===== config.mk =====
export PLATFORM = sky130hd
export DESIGN_NAME = pkt_fifo_reader
export DESIGN_NICKNAME = d
export VERILOG_FILES = /design/src/rtl/pkt_fifo_reader.sv
export SDC_FILE = /design/constraint.sdc
export NUM_CORES = 1
export LEC_CHECK = 0
export CORE_UTILIZATION = 25
export CTS_CLUSTER_DIAMETER = 120
export CTS_CLUSTER_SIZE = 14
export DETAILED_ROUTE_END_ITERATION = 12
export SLEW_MARGIN = 15
export SYNTH_ARGS = -nofsm -noshare
export SYNTH_HDL_FRONTEND = slang
export SYNTH_SLANG_ARGS = --single-unit

===== constraint.sdc =====
create_clock -name clk -period 2.85 [get_ports clk]
set_input_delay 0.4275 -clock clk [delete_from_list [all_inputs] [get_ports clk]]
set_output_delay 0.4275 -clock clk [all_outputs]
set_load 0.1 [all_outputs]

===== src/rtl/pkt_fifo_reader.sv =====
// Read-side controller for the synchronous packet FIFO: pops elements through a 2-entry skid
// buffer onto a valid/ready sop/eop stream, and rewinds the FIFO read pointer on replay.
module pkt_fifo_reader #(
  parameter int ADDR_WIDTH = 11,
  parameter int W_DATA     = 18
) (
  input  logic                  clk,
  input  logic                  reset,
  output logic                  fifo_ren,
  input  logic [W_DATA+1:0]     fifo_rdata,
  input  logic                  fifo_empty,
  input  logic [ADDR_WIDTH:0]   fifo_rptr,
  output logic                  fifo_rrst,
  output logic [ADDR_WIDTH:0]   fifo_rst_rptr,
  output logic [W_DATA-1:0]     out_data,
  output logic                  out_sop,
  output logic                  out_eop,
  output logic                  out_valid,
  input  logic                  out_ready,
  input  logic                  replay,
  output logic                  pkt_done,
  output logic                  frame_err
);

  localparam int SOP = W_DATA;
  localparam int EOP = W_DATA + 1;

  typedef enum logic [1:0] {WAIT, RUN, REWIND, SETTLE} state_t;

  state_t                state;
  logic [W_DATA+1:0]     skid0, skid1;
  logic [1:0]            skid_count;
  logic                  inflight;
  logic [ADDR_WIDTH:0]   ptr_q, start_ptr, pend_ptr;
  logic                  in_pkt, rx_in_pkt, pend_valid;

  logic ret_valid, ret_sop, ret_eop, drop, push, pop;
  logic eop_acc, held_eop, rewind_go, room;

  always_comb begin
    ret_valid = inflight && (state == RUN);
    ret_sop   = fifo_rdata[SOP];
    ret_eop   = fifo_rdata[EOP];
    drop      = ret_valid && !ret_sop && !rx_in_pkt;
    push      = ret_valid && !drop;
    out_valid = (state == RUN) && (skid_count != 2'd0);
    pop       = out_valid && out_ready;
    eop_acc   = pop && skid0[EOP];
    // An eop still waiting in the skid means a returning sop belongs to the next packet.
    held_eop  = ((skid_count != 2'd0) && skid0[EOP] && !pop) ||
                ((skid_count == 2'd2) && skid1[EOP]);
    rewind_go = (state == RUN) && replay && in_pkt && !eop_acc;
    // Credit the beat leaving this cycle so the stream sustains one beat per cycle.
    room      = (({1'b0, skid_count} + {2'b00, inflight}) < 3'd2) || pop;
    fifo_ren  = (state == RUN) && !fifo_empty && room && !rewind_go;
  end

  assign out_data = skid0[W_DATA-1:0];
  assign out_sop  = skid0[SOP];
  assign out_eop  = skid0[EOP];

  always_ff @(posedge clk) begin
    if (reset) begin
      state         <= WAIT;
      skid0         <= '0;
      skid1         <= '0;
      skid_count    <= '0;
      inflight      <= 1'b0;
      ptr_q         <= '0;
      start_ptr     <= '0;
      pend_ptr      <= '0;
      in_pkt        <= 1'b0;
      rx_in_pkt     <= 1'b0;
      pend_valid    <= 1'b0;
      fifo_rrst     <= 1'b0;
      fifo_rst_rptr <= '0;
      pkt_done      <= 1'b0;
      frame_err     <= 1'b0;
    end else begin
      pkt_done      <= eop_acc;
      fifo_rrst     <= rewind_go;
      fifo_rst_rptr <= rewind_go ? start_ptr : '0;
      if (fifo_ren) ptr_q <= fifo_rptr;

      case (state)
        WAIT:   state <= RUN;
        RUN: begin
          if (rewind_go) begin
            state      <= REWIND;
            skid_count <= '0;
            inflight   <= 1'b0;
            in_pkt     <= 1'b0;
            rx_in_pkt  <= 1'b0;
            pend_valid <= 1'b0;
          end else begin
            inflight <= fifo_ren;
            if (ret_valid && (drop || (ret_sop && rx_in_pkt))) frame_err <= 1'b1;
            if (push) rx_in_pkt <= !ret_eop;

            case ({push, pop})
              2'b10: begin
                if (skid_count == 2'd0) skid0 <= fifo_rdata;
                else                    skid1 <= fifo_rdata;
                skid_count <= skid_count + 2'd1;
              end
              2'b01: begin
                skid0      <= skid1;
                skid_count <= skid_count - 2'd1;
              end
              2'b11: begin
                if (skid_count == 2'd1) skid0 <= fifo_rdata;
                else begin
                  skid0 <= skid1;
                  skid1 <= fifo_rdata;
                end
              end
              default: ;
            endcase

            if (push && ret_sop) begin
              if (held_eop) begin
                pend_valid <= 1'b1;
                pend_ptr   <= ptr_q;
              end else begin
                start_ptr <= ptr_q;
                in_pkt    <= 1'b1;
              end
            end else if (eop_acc) begin
              in_pkt     <= pend_valid;
              pend_valid <= 1'b0;
              if (pend_valid) start_ptr <= pend_ptr;
            end
          end
        end
        REWIND: state <= SETTLE;
        SETTLE: state <= RUN;
        default: state <= WAIT;
      endcase
    end
  end

endmodule


# == Word-level counts from Yosys, hierarchy flattened ==
# Cells that the tools add are included.
# word_totals
reg_bits,99
out_inout_bits,37
word_cells,111
# op_classes
add_sub_neg,3
n_lt_le_gt_ge,1
n_eq_ne,15
muxes,25
n_bitwise,1
reduce_logical,51
# op_table
operator,count
20-bit 2-to-1 mux,4
20-bit case mux with 3 select lines,1
12-bit 2-to-1 mux,4
20-bit case mux with 2 select lines,1
1-bit logical AND,19
1-bit 2-to-1 mux,11
2-bit equality test (second input constant),5
2-bit inequality test (second input constant),5
5-bit AND reduction,2
2-bit nonzero test,5
3-bit AND reduction,3
3-bit nonzero test,3
1-bit logical NOT,8
4-bit AND reduction,2
2-bit by 1-bit equality test with 1-bit output (second input constant),3
3-bit inequality test (second input constant),2
2-bit case mux with 3 select lines,1
2-bit logical NOT,2
2-bit 2-to-1 mux,2
2-bit case mux with 2 select lines,1
2-bit AND reduction,2
2-bit OR reduction,2
2-bit by 1-bit adder with 3-bit output,1
1-bit logical OR,3
4 further kinds,4

# == Logic depth before layout (Yosys ltp) ==
# Gate-level depths: netlist of run 1.
# logic_depth
ltp_word,9
depth_mapped,9

# == Worst setup path after synthesis of run 1 ==
# Ideal clock, no wire load.
# synth_timing
path_kind,register to output
startpoint,reg skid0[19]
endpoint,out fifo_ren
arrival_ps,2986
required_time_ps,2423
setup_slack_ps,-564
path_stages_with_launch,6
n_path_buf,2
cell_sequence,dfxtp_1 > and3b_2 > o21ai_1 > buf_4 > buf_4 > nor2_1
# synth_via
elab_chain_cells,5
# synth_rtl
item,line_no,rtl
start: declaration,31,"logic [W_DATA+1:0] skid0, skid1;"
start signal: assignment,102,if (skid_count == 2'd0) skid0 <= fifo_rdata;
start signal: assignment,107,skid0 <= skid1;
start signal: assignment,111,if (skid_count == 2'd1) skid0 <= fifo_rdata;
1-bit logical AND,48,eop_acc = pop && skid0[EOP];
1-bit logical NOT,52,rewind_go = (state == RUN) && replay && in_pkt && !eop_acc;
1-bit logical AND,52,
1-bit logical NOT,55,fifo_ren = (state == RUN) && !fifo_empty && room && !rewind_go;
1-bit logical AND,55,
end: declaration,9,"output logic fifo_ren,"
# No other way between the ends.

# == Worst setup path after layout of run 1 ==
# layout_timing
startpoint,reg skid_count[0]
endpoint,out fifo_ren
# layout_via
elab_chain_cells,8
# layout_rtl
item,line_no,rtl
start: declaration,32,logic [1:0] skid_count;
start signal: assignment,104,skid_count <= skid_count + 2'd1;
start signal: assignment,108,skid_count <= skid_count - 2'd1;
branches (longest 7 deep; another with 2-bit by 1-bit adder with 3-bit output),n/a,
1-bit logical AND (*),55,
# Every way passes the cells marked *.

==> run_results.csv, run 1 <==
group,metric,value,unit
timing,setup_viol,0,
global_routing,first_global_vias,3395,
route,drt_wl_total,10330,um
timing,fmax,0.3797,GHz
placed_design,portBuffers,73,
finish,antenna_cells,0,
worst_setup_path,crit_fanout,11,
synth,synth_nets,501,
placed_design,hpwl,7094,um
finish,area_delta_synth_final,24.41,%
worst_setup_path,criticalPathCategory,"reg2out",
cts,cts_max_level,3,
placed_design,dp_slack,308.3,ps
timing,relSlewSlack,65.87,%
cts,cts.clk_slew.worst_paths,70,ps
synth,async_flop_share,0,%
floorplanning,die_area,18000,um2
route,drtIter0Drc,155,
synth,netlist-cell-type-count,50,
route,ant_nets,0,
worst_setup_path,required,2420,ps
floorplanning,num_rows,47,
floorplanning,die_y,134.2,um
worst_hold_path,hold_depth,1,
finish,post-route-util,32.30,%
worst_hold_path,hold_path_class,"reg2reg",
synth,yosysWarnings,0,
synth,syn_area_per_cell,9.493,um2
route,drt-vias-per-instance,4.758,
floorplanning,io_pins,74,
pwr,ir_worst_vdd,0.4177,mV
pwr,leakage,2.242,nW
timing,skew,10.74,ps
cts,hold_buffers,0,
timing,hold_slack,452.7,ps
floorplanning,initial_core_util,25.96,%
global_routing,grt_max_degree,61,
cts,post_cts_buffers,0,
finish,multi_input_area,2123,um2
job,cap_viol_max_count,0,
finish,final_nets,555,
timing,rsz0062_at_grt,"false",
global_routing,grt_pass1_wl,17130,um
global_routing,antenna_found_initial,0,
synth,synth_edf_count,0,
timing,worst_pin_slew,510.1,ps
cts,cts_tree,"done",
floorplanning,core,16820,um2
route,avgRoutedWirePerCell,13.98,um
pwr,power.density,578.8,nW/um2
worst_setup_path,timing.critical_path.arrival,2210,ps
timing,final.setup.tns,0,ps
cts,postCtsResizedCells,0,
synth,synth-seq-cells,99,
cts,numCtsBuffers,9,
floorplanning,die_x,134.2,um
placed_design,routabilityCongestion,0.8305,
synth,ys_seq_area_share,45.39,%
global_routing,overflow,0,
finish,seq_area,1982,um2
run_status,status,"completed",
synth,synth_area,4367,um2
cts,clkSinkCount,99,
route,vias,3516,
synth,synth_ff_type,"dfxtp_1",
finish,drive_above_1_share,17.34,%
cts,clock-root-buffer,"clkbuf_16",
worst_setup_path,crit_path_start_kind,"flop",
route,drt_first_pass_iters,4,
timing,hold_viol_final,0,
cts,clk-insertion-delay-late,350,ps
timing,slew_violations,0,
route,drcViolationCount,0,
global_routing,grt_use_total,12.10,%
worst_setup_path,reg2reg_depth,6,
finish,num-fill-cells,1732,
timing,period_minus_slack,2633,ps
timing,fin_crit_sh,92.40,%
timing,timing.final.ws_setup,216.7,ps
cts,cts_max_path_buffers,2,
worst_setup_path,worst_setup_path_end_kind,"primary output",
synth,postSynthCellCount,460,
[cell families after synthesis]
family,share of synthesized area [%]
adders and majority gates,1.605
buffers and inverters,6.160
xor gates and xnor gates,0.6018
muxes,12.92
and+or+nand+nor,16.59
AOI/OAI and AO/OA,16.73
DFF,45.39
[sequential cells by signal, indices dropped and copies added, names as in the netlist]
name	count
rx_in_pkt	1
frame_err	1
in_pkt	1
fifo_rrst	1
pend_valid	1
pend_ptr	12
fifo_rst_rptr	12
pkt_done	1
start_ptr	12
inflight	1
skid0	20
ptr_q	12
state	2
skid1	20
skid_count	2
[per-layer routing]
metal | wire, um | track usage (%) | up-vias
met5 | 0 | 0 | -
met4 | 120 | 4.182 | 0
met3 | 503 | 3.628 | 9
met2 | 5101 | 20.38 | 87
met1 | 4609 | 14.58 | 1679
li1 | - | - | 1741
[synth_stat cells (4+ instances only)]
library cell	n	area, um2
a211oi_1	20	150.1
a21oi_1	41	205.2
and2_1	12	75.07
buf_2	10	50.05
buf_4	10	75.07
buf_6	6	67.56
clkbuf_1	14	52.55
dfxtp_1	99	1982
ha_1	4	50.05
inv_1	5	18.77
mux2_4	10	150.1
mux2i_1	38	380.4
nand2_1	27	101.4
nand3_1	17	85.08
nand4_1	12	75.07
nor2_1	50	187.7
nor2b_1	13	81.33
o21ai_0	14	70.07
o31ai_1	13	97.59
[final cells by class]
class / instances / area share, %
multi-input combinational: 315 / 39.08
timing repair buffer: 84 / 13.63
clock inverter: 6 / 0.9903
inverter: 5 / 0.3455
clock buffer: 10 / 4.399
sequential: 99 / 36.48
tap: 220 / 5.067
[metrics by stage]
| stage | area, um2 | cells | total power [mW] |
|---|---|---|---|
| after floorplan | 4374 | 460 | 1.859 |
| after global placement | 5140 | 723 | 1.985 |
| after detailed placement | 5140 | 723 | 1.996 |
| after CTS | 5433 | 739 | 3.194 |
| after global routing | 5433 | 739 | 3.301 |
| final | 5433 | 739 | 3.144 |
[critical path, stage by stage (launching register included)]
cell	delay [ps]
dfxtp_1	370
inv_1	100
ha_1	310
and3b_1	520
o21bai_1	210
nor2_4	160
buf_12	190
[power breakdown]
group	leakage (nW)	total [mW]	switching [mW]	internal [mW]
Clock	0.142	1.18	0.550	0.631
Sequential	0.799	1.46	0.0343	1.42
Combinational	1.30	0.505	0.333	0.173
[layout by cell type (no fill, tap or decap), types with 2 or more instances in the layout]
cell             instances
a211oi_1                20
a21oi_1                 41
a22oi_1                  2
a311oi_1                 2
and2_1                  12
and2b_2                  2
and3_1                   2
buf_12                   2
buf_4                   46
clkbuf_16                9
clkdlybuf4s50_1         35
clkinv_4                 2
dfxtp_1                 99
ha_1                     4
inv_1                    5
inv_6                    2
maj3_1                   2
mux2_2                   3
mux2_4                  10
mux2i_1                 38
nand2_1                 27
nand2b_1                 3
nand3_1                 17
nand4_1                 12
nor2_1                  49
nor2b_1                 13
o211ai_1                 3
o21a_1                   2
o21ai_0                 14
o31ai_1                 13
xnor2_1                  3
[final timing paths]
check | startpoint | endpoint | slack, ps
hold reg to reg | start_ptr[4] | fifo_rst_rptr[4] | 450
hold / removal | start_ptr[4] | fifo_rst_rptr[4] | 450
setup reg to reg | skid_count[0] | skid0[6] | 510
setup / recovery | skid_count[0] | fifo_ren | 220
No activity file was read; power rests on OpenSTA's default activity.
==> inputs of run 2 (changes only) <==
--- a/config.mk
+++ b/config.mk
@@ -5,6 +5,8 @@
 export SDC_FILE = /design/constraint.sdc
 export NUM_CORES = 1
 export LEC_CHECK = 0
+export ABC_AREA = 1
+export CAP_MARGIN = 20
 export CORE_UTILIZATION = 25
 export CTS_CLUSTER_DIAMETER = 120
 export CTS_CLUSTER_SIZE = 14
==> constraint.sdc (replaced) <==
create_clock -name clk -period 2.9 [get_ports clk]
set_input_delay 0.435 -clock clk [delete_from_list [all_inputs] [get_ports clk]]
set_output_delay 0.435 -clock clk [all_outputs]
set_load 0.1 [all_outputs]
==> run 2 against run 1 <==
Compared with the run above:
- clock power increased by 10%
- sequential share of layout area decreased by 0.65 points
- global-route usage decreased by 0.13 points
- clock skew decreased by 3.4 ps
==> run_results.csv, run 2 <==
group,metric,value,unit
synth,postSynthCellCount,657,
global_routing,grt_pass1_wl,17050,um
synth,synth_common_cells,"180 x nand2_1, 163 x nor2_1, 99 x dfxtp_1, 70 x inv_1, 46 x o21ai_0",
route,drt_wl_total,10190,um
floorplanning,die_area,17920,um2
floorplanning,die_y,133.9,um
cts,postCtsResizedCells,0,
synth,synth_edf_count,0,
synth,synth_top_area_share,45.60,%
timing,hold_slack,427.6,ps
synth,yosysWarnings,0,
global_routing,overflow,0,
floorplanning,num_rows,47,
cts,post_cts_buffers,0,
route,vias,3864,
floorplanning,initial_core_util,25.94,%
cts,clock-root-buffer,"clkbuf_16",
cts,cts.clk_slew.worst_paths,70,ps
synth,synth_nets,698,
timing,skew,7.382,ps
synth,synth_most_common_cell,"nand2_1",
synth,synth_area,4347,um2
timing,worst_pin_slew,643.0,ps
synth,synth-seq-cells,99,
synth,synth_area_leaders,"dfxtp_1 46%, nand2_1 16%, nor2_1 14%",
worst_setup_path,crit_fanout,16,
global_routing,first_global_vias,3432,
run_status,status,"completed",
finish,num-fill-cells,1797,
worst_setup_path,worst_setup_path_end_kind,"primary output",
route,ant_nets,0,
timing,hold_viol_final,0,
route,avgRoutedWirePerCell,10.77,um
cts,cts_max_level,3,
finish,reg.largest.list,"skid0 (20), skid1 (20)",
timing,rsz0062_at_grt,"false",
timing,setup_viol,0,
synth,netlist-cell-type-count,25,
cts,cts_max_path_buffers,2,
worst_setup_path,timing.critical_path.arrival,2160,ps
timing,fmax,0.3851,GHz
pwr,ir_worst_vdd,0.2584,mV
synth,ys_seq_area_share,45.60,%
cts,numCtsBuffers,9,
placed_design,routabilityCongestion,0.8112,
placed_design,portBuffers,73,
finish,final_common_cell,"nand2_1",
timing,slew_violations,0,
finish,final_nets,762,
worst_hold_path,hold_path_class,"reg2reg",
pwr,leakage,2.479,nW
finish,drive_above_1_share,10.61,%
pwr,power.density,549.0,nW/um2
cts,clk-insertion-delay-late,340,ps
worst_setup_path,required,2470,ps
floorplanning,die_x,133.9,um
timing,final.setup.tns,0,ps
worst_setup_path,criticalPathCategory,"reg2out",
route,drcViolationCount,0,
floorplanning,io_pins,74,
floorplanning,core,16760,um2
route,drt_first_pass_iters,4,
job,cap_viol_max_count,0,
placed_design,hpwl,6830,um
timing,relSlewSlack,57.07,%
synth,syn_area_per_cell,6.616,um2
timing,fin_crit_sh,89.55,%
cts,clkSinkCount,99,
synth,yosys.area.top_type,"dfxtp_1",
synth,synth_ff_type,"dfxtp_1",
cts,cts_tree,"done",
timing,period_minus_slack,2597,ps
finish,area_delta_synth_final,27.26,%
global_routing,grt_max_degree,40,
worst_setup_path,crit_path_start_kind,"flop",
global_routing,antenna_found_initial,0,
global_routing,grt_use_total,11.97,%
synth,async_flop_share,0,%
finish,antenna_cells,0,
finish,layout_common_cells,"180 x nand2_1, 163 x nor2_1, 99 x dfxtp_1",
cts,hold_buffers,0,
route,drt-vias-per-instance,4.085,
route,drtIter0Drc,224,
[run 2: power by group]
part	internal, mW	leakage [nW]	switching (mW)
logic	0.119	1.52	0.200
registers	1.39	0.800	0.0229
clock network	0.762	0.156	0.541
total	2.27	2.48	0.764
[run 2: path summary, 6_finish.rpt]
path              slack [ps]          start  depth (start not counted)                to
setup / recovery         300  skid_count[0]                          8          fifo_ren
hold / removal           430   start_ptr[9]                          2  fifo_rst_rptr[9]
setup reg to reg         660  skid_count[0]                          9          skid1[5]
hold reg to reg          430   start_ptr[9]                          2  fifo_rst_rptr[9]
[run 2: kinds of logic (layout without fill, tap and decap cells)]
family,after synthesis,in the layout,synth area share [%]
buffers and inverters,106,175,10.33
DFF,99,99,45.60
adders and majority gates,4,4,1.151
AOI/OAI and AO/OA,71,71,8.607
and+or+nand+nor,377,377,34.31
[run 2: routing by layer]
metal  up-vias  GRT usage, %  wire length, um
li1       2109             -                -
met1      1667         15.59             4889
met2        80         19.11             4643
met3         8         3.137              532
met4         0         3.977              123
met5         -             0                0
[run 2: worst max-delay path: stages, from the launching register on]
cell	delay (ps)
dfxtp_1	390
inv_1	100
ha_1	250
inv_1	140
nand4_1	170
nand2_2	290
nand2_1	160
inv_2	120
buf_12	180
[run 2: metrics by stage]
| stage | setup slack (ps) | power [mW] | instance area, um2 | std cells | utilization [%] |
|---|---|---|---|---|---|
| floorplan | 380.7 | 1.648 | 4347 | 657 | - |
| global placement | 538.8 | 1.766 | 5204 | 930 | 31.05 |
| detailed placement | 509.4 | 1.768 | 5204 | 930 | 31.05 |
| CTS | 261.7 | 3.081 | 5532 | 946 | 33.00 |
| global route | 116.1 | 3.167 | 5532 | 946 | 33.00 |
| finish | 302.9 | 3.037 | 5532 | 946 | 33.00 |
[run 2: area by class of cell]
class	count	area, um2	share of cell area, %
multi-input combinational	452	1916	34.63
tap	220	275.3	4.976
clock buffer	9	225.2	4.071
sequential	99	1982	35.83
clock inverter	7	102.6	1.855
inverter	74	277.8	5.021
timing repair buffer	85	753.2	13.62
==> inputs of run 3 (changes only) <==
--- a/config.mk
+++ b/config.mk
@@ -11,6 +11,7 @@
 export CTS_CLUSTER_DIAMETER = 120
 export CTS_CLUSTER_SIZE = 14
 export DETAILED_ROUTE_END_ITERATION = 12
+export DONT_BUFFER_PORTS = 1
 export SLEW_MARGIN = 15
 export SYNTH_ARGS = -nofsm -noshare
 export SYNTH_HDL_FRONTEND = slang
==> constraint.sdc (replaced) <==
create_clock -name clk -period 2.3 [get_ports clk]
set_input_delay 0.345 -clock clk [delete_from_list [all_inputs] [get_ports clk]]
set_output_delay 0.345 -clock clk [all_outputs]
set_load 0.1 [all_outputs]
==> run 3 against run 2 <==
Compared with the run above:
- non-clock buffer count down 33
- first-iteration DRC count down 0.89%
- register-to-register slack got worse by 400 ps
- worst hold slack lost 360 ps
- count of clock-buffer cells in the layout increased by 1
- sequential share of layout area increased by 2.5 points
- combinational power is 6.9% higher
- clock skew is 2.1 ps lower
- global-route usage is 0.066 points lower
- via count is 3.1% lower
- largest cell class unchanged
==> run_results.csv, run 3 (synthesis gave the netlist of run 2 again) <==
group,metric,value,unit
timing,worst_pin_slew,443.2,ps
timing,setup_viol,0,
global_routing,antenna_found_initial,0,
finish,layout_common_cells,"180 x nand2_1, 163 x nor2_1, 97 x dfxtp_1",
finish,num-fill-cells,1847,
worst_setup_path,worst_setup_path_end_kind,"primary output",
worst_setup_path,reg2reg_depth,11,
worst_setup_path,critPathSlowestCell,"dfxtp_2",
floorplanning,core,16760,um2
timing,fin_crit_sh,94.60,%
floorplanning,io_pins,74,
worst_setup_path,timing.rr.start,"skid_count[0]",
worst_setup_path,r2r-end,"skid1[15]",
cts,hold_buffers,0,
job,cap_viol_max_count,0,
route,drtIter0Drc,222,
timing,fmax,0.4596,GHz
worst_setup_path,crit_fanout,7,
finish,final_common_cell,"nand2_1",
worst_hold_path,hold_depth,1,
timing,slew_violations,0,
finish,reg.largest.list,"skid0 (20), skid1 (20)",
worst_setup_path,regToRegSetupSlack,260,ps
worst_setup_path,required,1960,ps
cts,cts_max_level,3,
pwr,power.density,679.3,nW/um2
global_routing,grt_pass1_wl,17110,um
route,drt_first_pass_iters,6,
placed_design,hpwl,6966,um
cts,cts_max_path_buffers,2,
finish,post-route-util,30.88,%
worst_setup_path,startpoint,"skid_count[0]",
global_routing,grt_max_degree,45,
floorplanning,die_x,133.9,um
worst_setup_path,criticalPathCategory,"reg2out",
floorplanning,die_area,17920,um2
global_routing,first_global_vias,3507,
floorplanning,initial_core_util,25.94,%
global_routing,grt_use_total,11.90,%
route,wl_met1,4654,um
worst_setup_path,timing.critical_path.arrival,1830,ps
finish,final_nets,729,
worst_setup_path,cp_common_cell,"inv_2",
global_routing,overflow,0,
timing,hold_viol_final,0,
route,met3_length,688,um
floorplanning,num_rows,47,
route,drt-vias-per-instance,4.101,
timing,skew,5.289,ps
timing,final.setup.tns,0,ps
worst_setup_path,crit_path_start_kind,"flop",
route,drcViolationCount,0,
route,routed.top_layer,"met4",
worst_setup_path,worstPathCellList,"inv_1 > ha_1 > inv_2 > nand4_1 > nand2_4 > nand2_1 > inv_2 > buf_12",
route,drt_wl_total,10330,um
worst_setup_path,crit_buf_inv,4,
route,wl_met2,4882,um
worst_hold_path,min_to,"skid_count[0]",
cts,clkSinkCount,99,
timing,period_minus_slack,2176,ps
floorplanning,die_y,133.9,um
route,avgRoutedWirePerCell,11.31,um
worst_setup_path,cp_slowest_stage_delay,350,ps
cts,clock-root-buffer,"clkbuf_16",
run_status,status,"completed",
placed_design,portBuffers,0,
pwr,p_total,3.516,mW
cts,clk-insertion-delay-late,340,ps
timing,rsz0062_at_grt,"false",
cts,numCtsBuffers,9,
route,vias,3744,
placed_design,routabilityCongestion,0.8039,
worst_hold_path,min_from,"reset",
timing,relSlewSlack,70.45,%
worst_hold_path,hold_path_class,"in2reg",
pwr,ir_worst_vdd,0.3662,mV
finish,antenna_cells,0,
finish,area_delta_synth_final,19.08,%
cts,cts.clk_slew.worst_paths,70,ps
worst_setup_path,crit_family,"buffers and inverters",
finish,drive_above_1_share,12.12,%
pwr,leakage,2.315,nW
cts,cts_tree,"done",
route,ant_nets,0,
-- run 3: changes by cell type in the layout (fill, tap and decap cells not counted), moves of 2 or more --
cell,before,now
dfxtp_2,0,2
buf_4,47,49
clkinvlp_4,1,5
clkinv_4,4,0
bufinv_16,2,0
clkdlybuf4s50_1,36,0
dfxtp_1,99,97
-- run 3: how the worst max path moves through the flow --
stage,to,slack [ps],cells past startpoint
floorplan,fifo_ren,240,8
detailed placement,start_ptr[11],180,10
finish,fifo_ren,120,8
global route,fifo_ren,7,8
CTS,fifo_ren,10,8
global placement,start_ptr[9],190,10
-- run 3: what timing repair did --
| action | 4_1_cts | 5_1_grt |
|---|---|---|
| endpoints found under the setup margin | 1 | 32 |
| resized for setup | 1 | 5 |
| gates cloned | 0 | 1 |
| buffers inserted | 1 | 1 |
| pin swaps | 1 | 2 |
-- run 3: routing by layer --
layer / vias to the layer above / track usage (%)
li1: 2048 / -
met1: 1620 / 13.74
met2: 63 / 20.38
met3: 13 / 4.573
met4: 0 / 3.283
met5: - / 0
-- run 3: where the power goes --
group	switching, mW	internal [mW]	leakage [nW]
clock network	0.661	0.732	0.117
registers	0.0272	1.76	0.801
logic	0.237	0.103	1.40
total	0.925	2.59	2.31
-- run 3: per-stage QoR --
stage                     instances  cell area [um2]  worst slack (ps)  hold WS [ps]
after floorplan                 657             4348             238.8         408.1
after global placement          894             4845             185.3         416.8
after detailed placement        894             4845             177.1         418.6
after CTS                       911             5129             12.35         52.00
after global routing            913             5176             7.166         49.03
final                           913             5176             124.2         67.31
-- run 3: area by class of cell --
cell class	count	area (um2)	area share (%)
well taps	220	275.3	5.318
clock buffers	10	229.0	4.424
repair buffers	52	432.9	8.364
inverters	74	277.8	5.366
flip-flops and latches	99	1984	38.34
clock inverters	6	42.54	0.8219
multi-input cells	452	1934	37.37
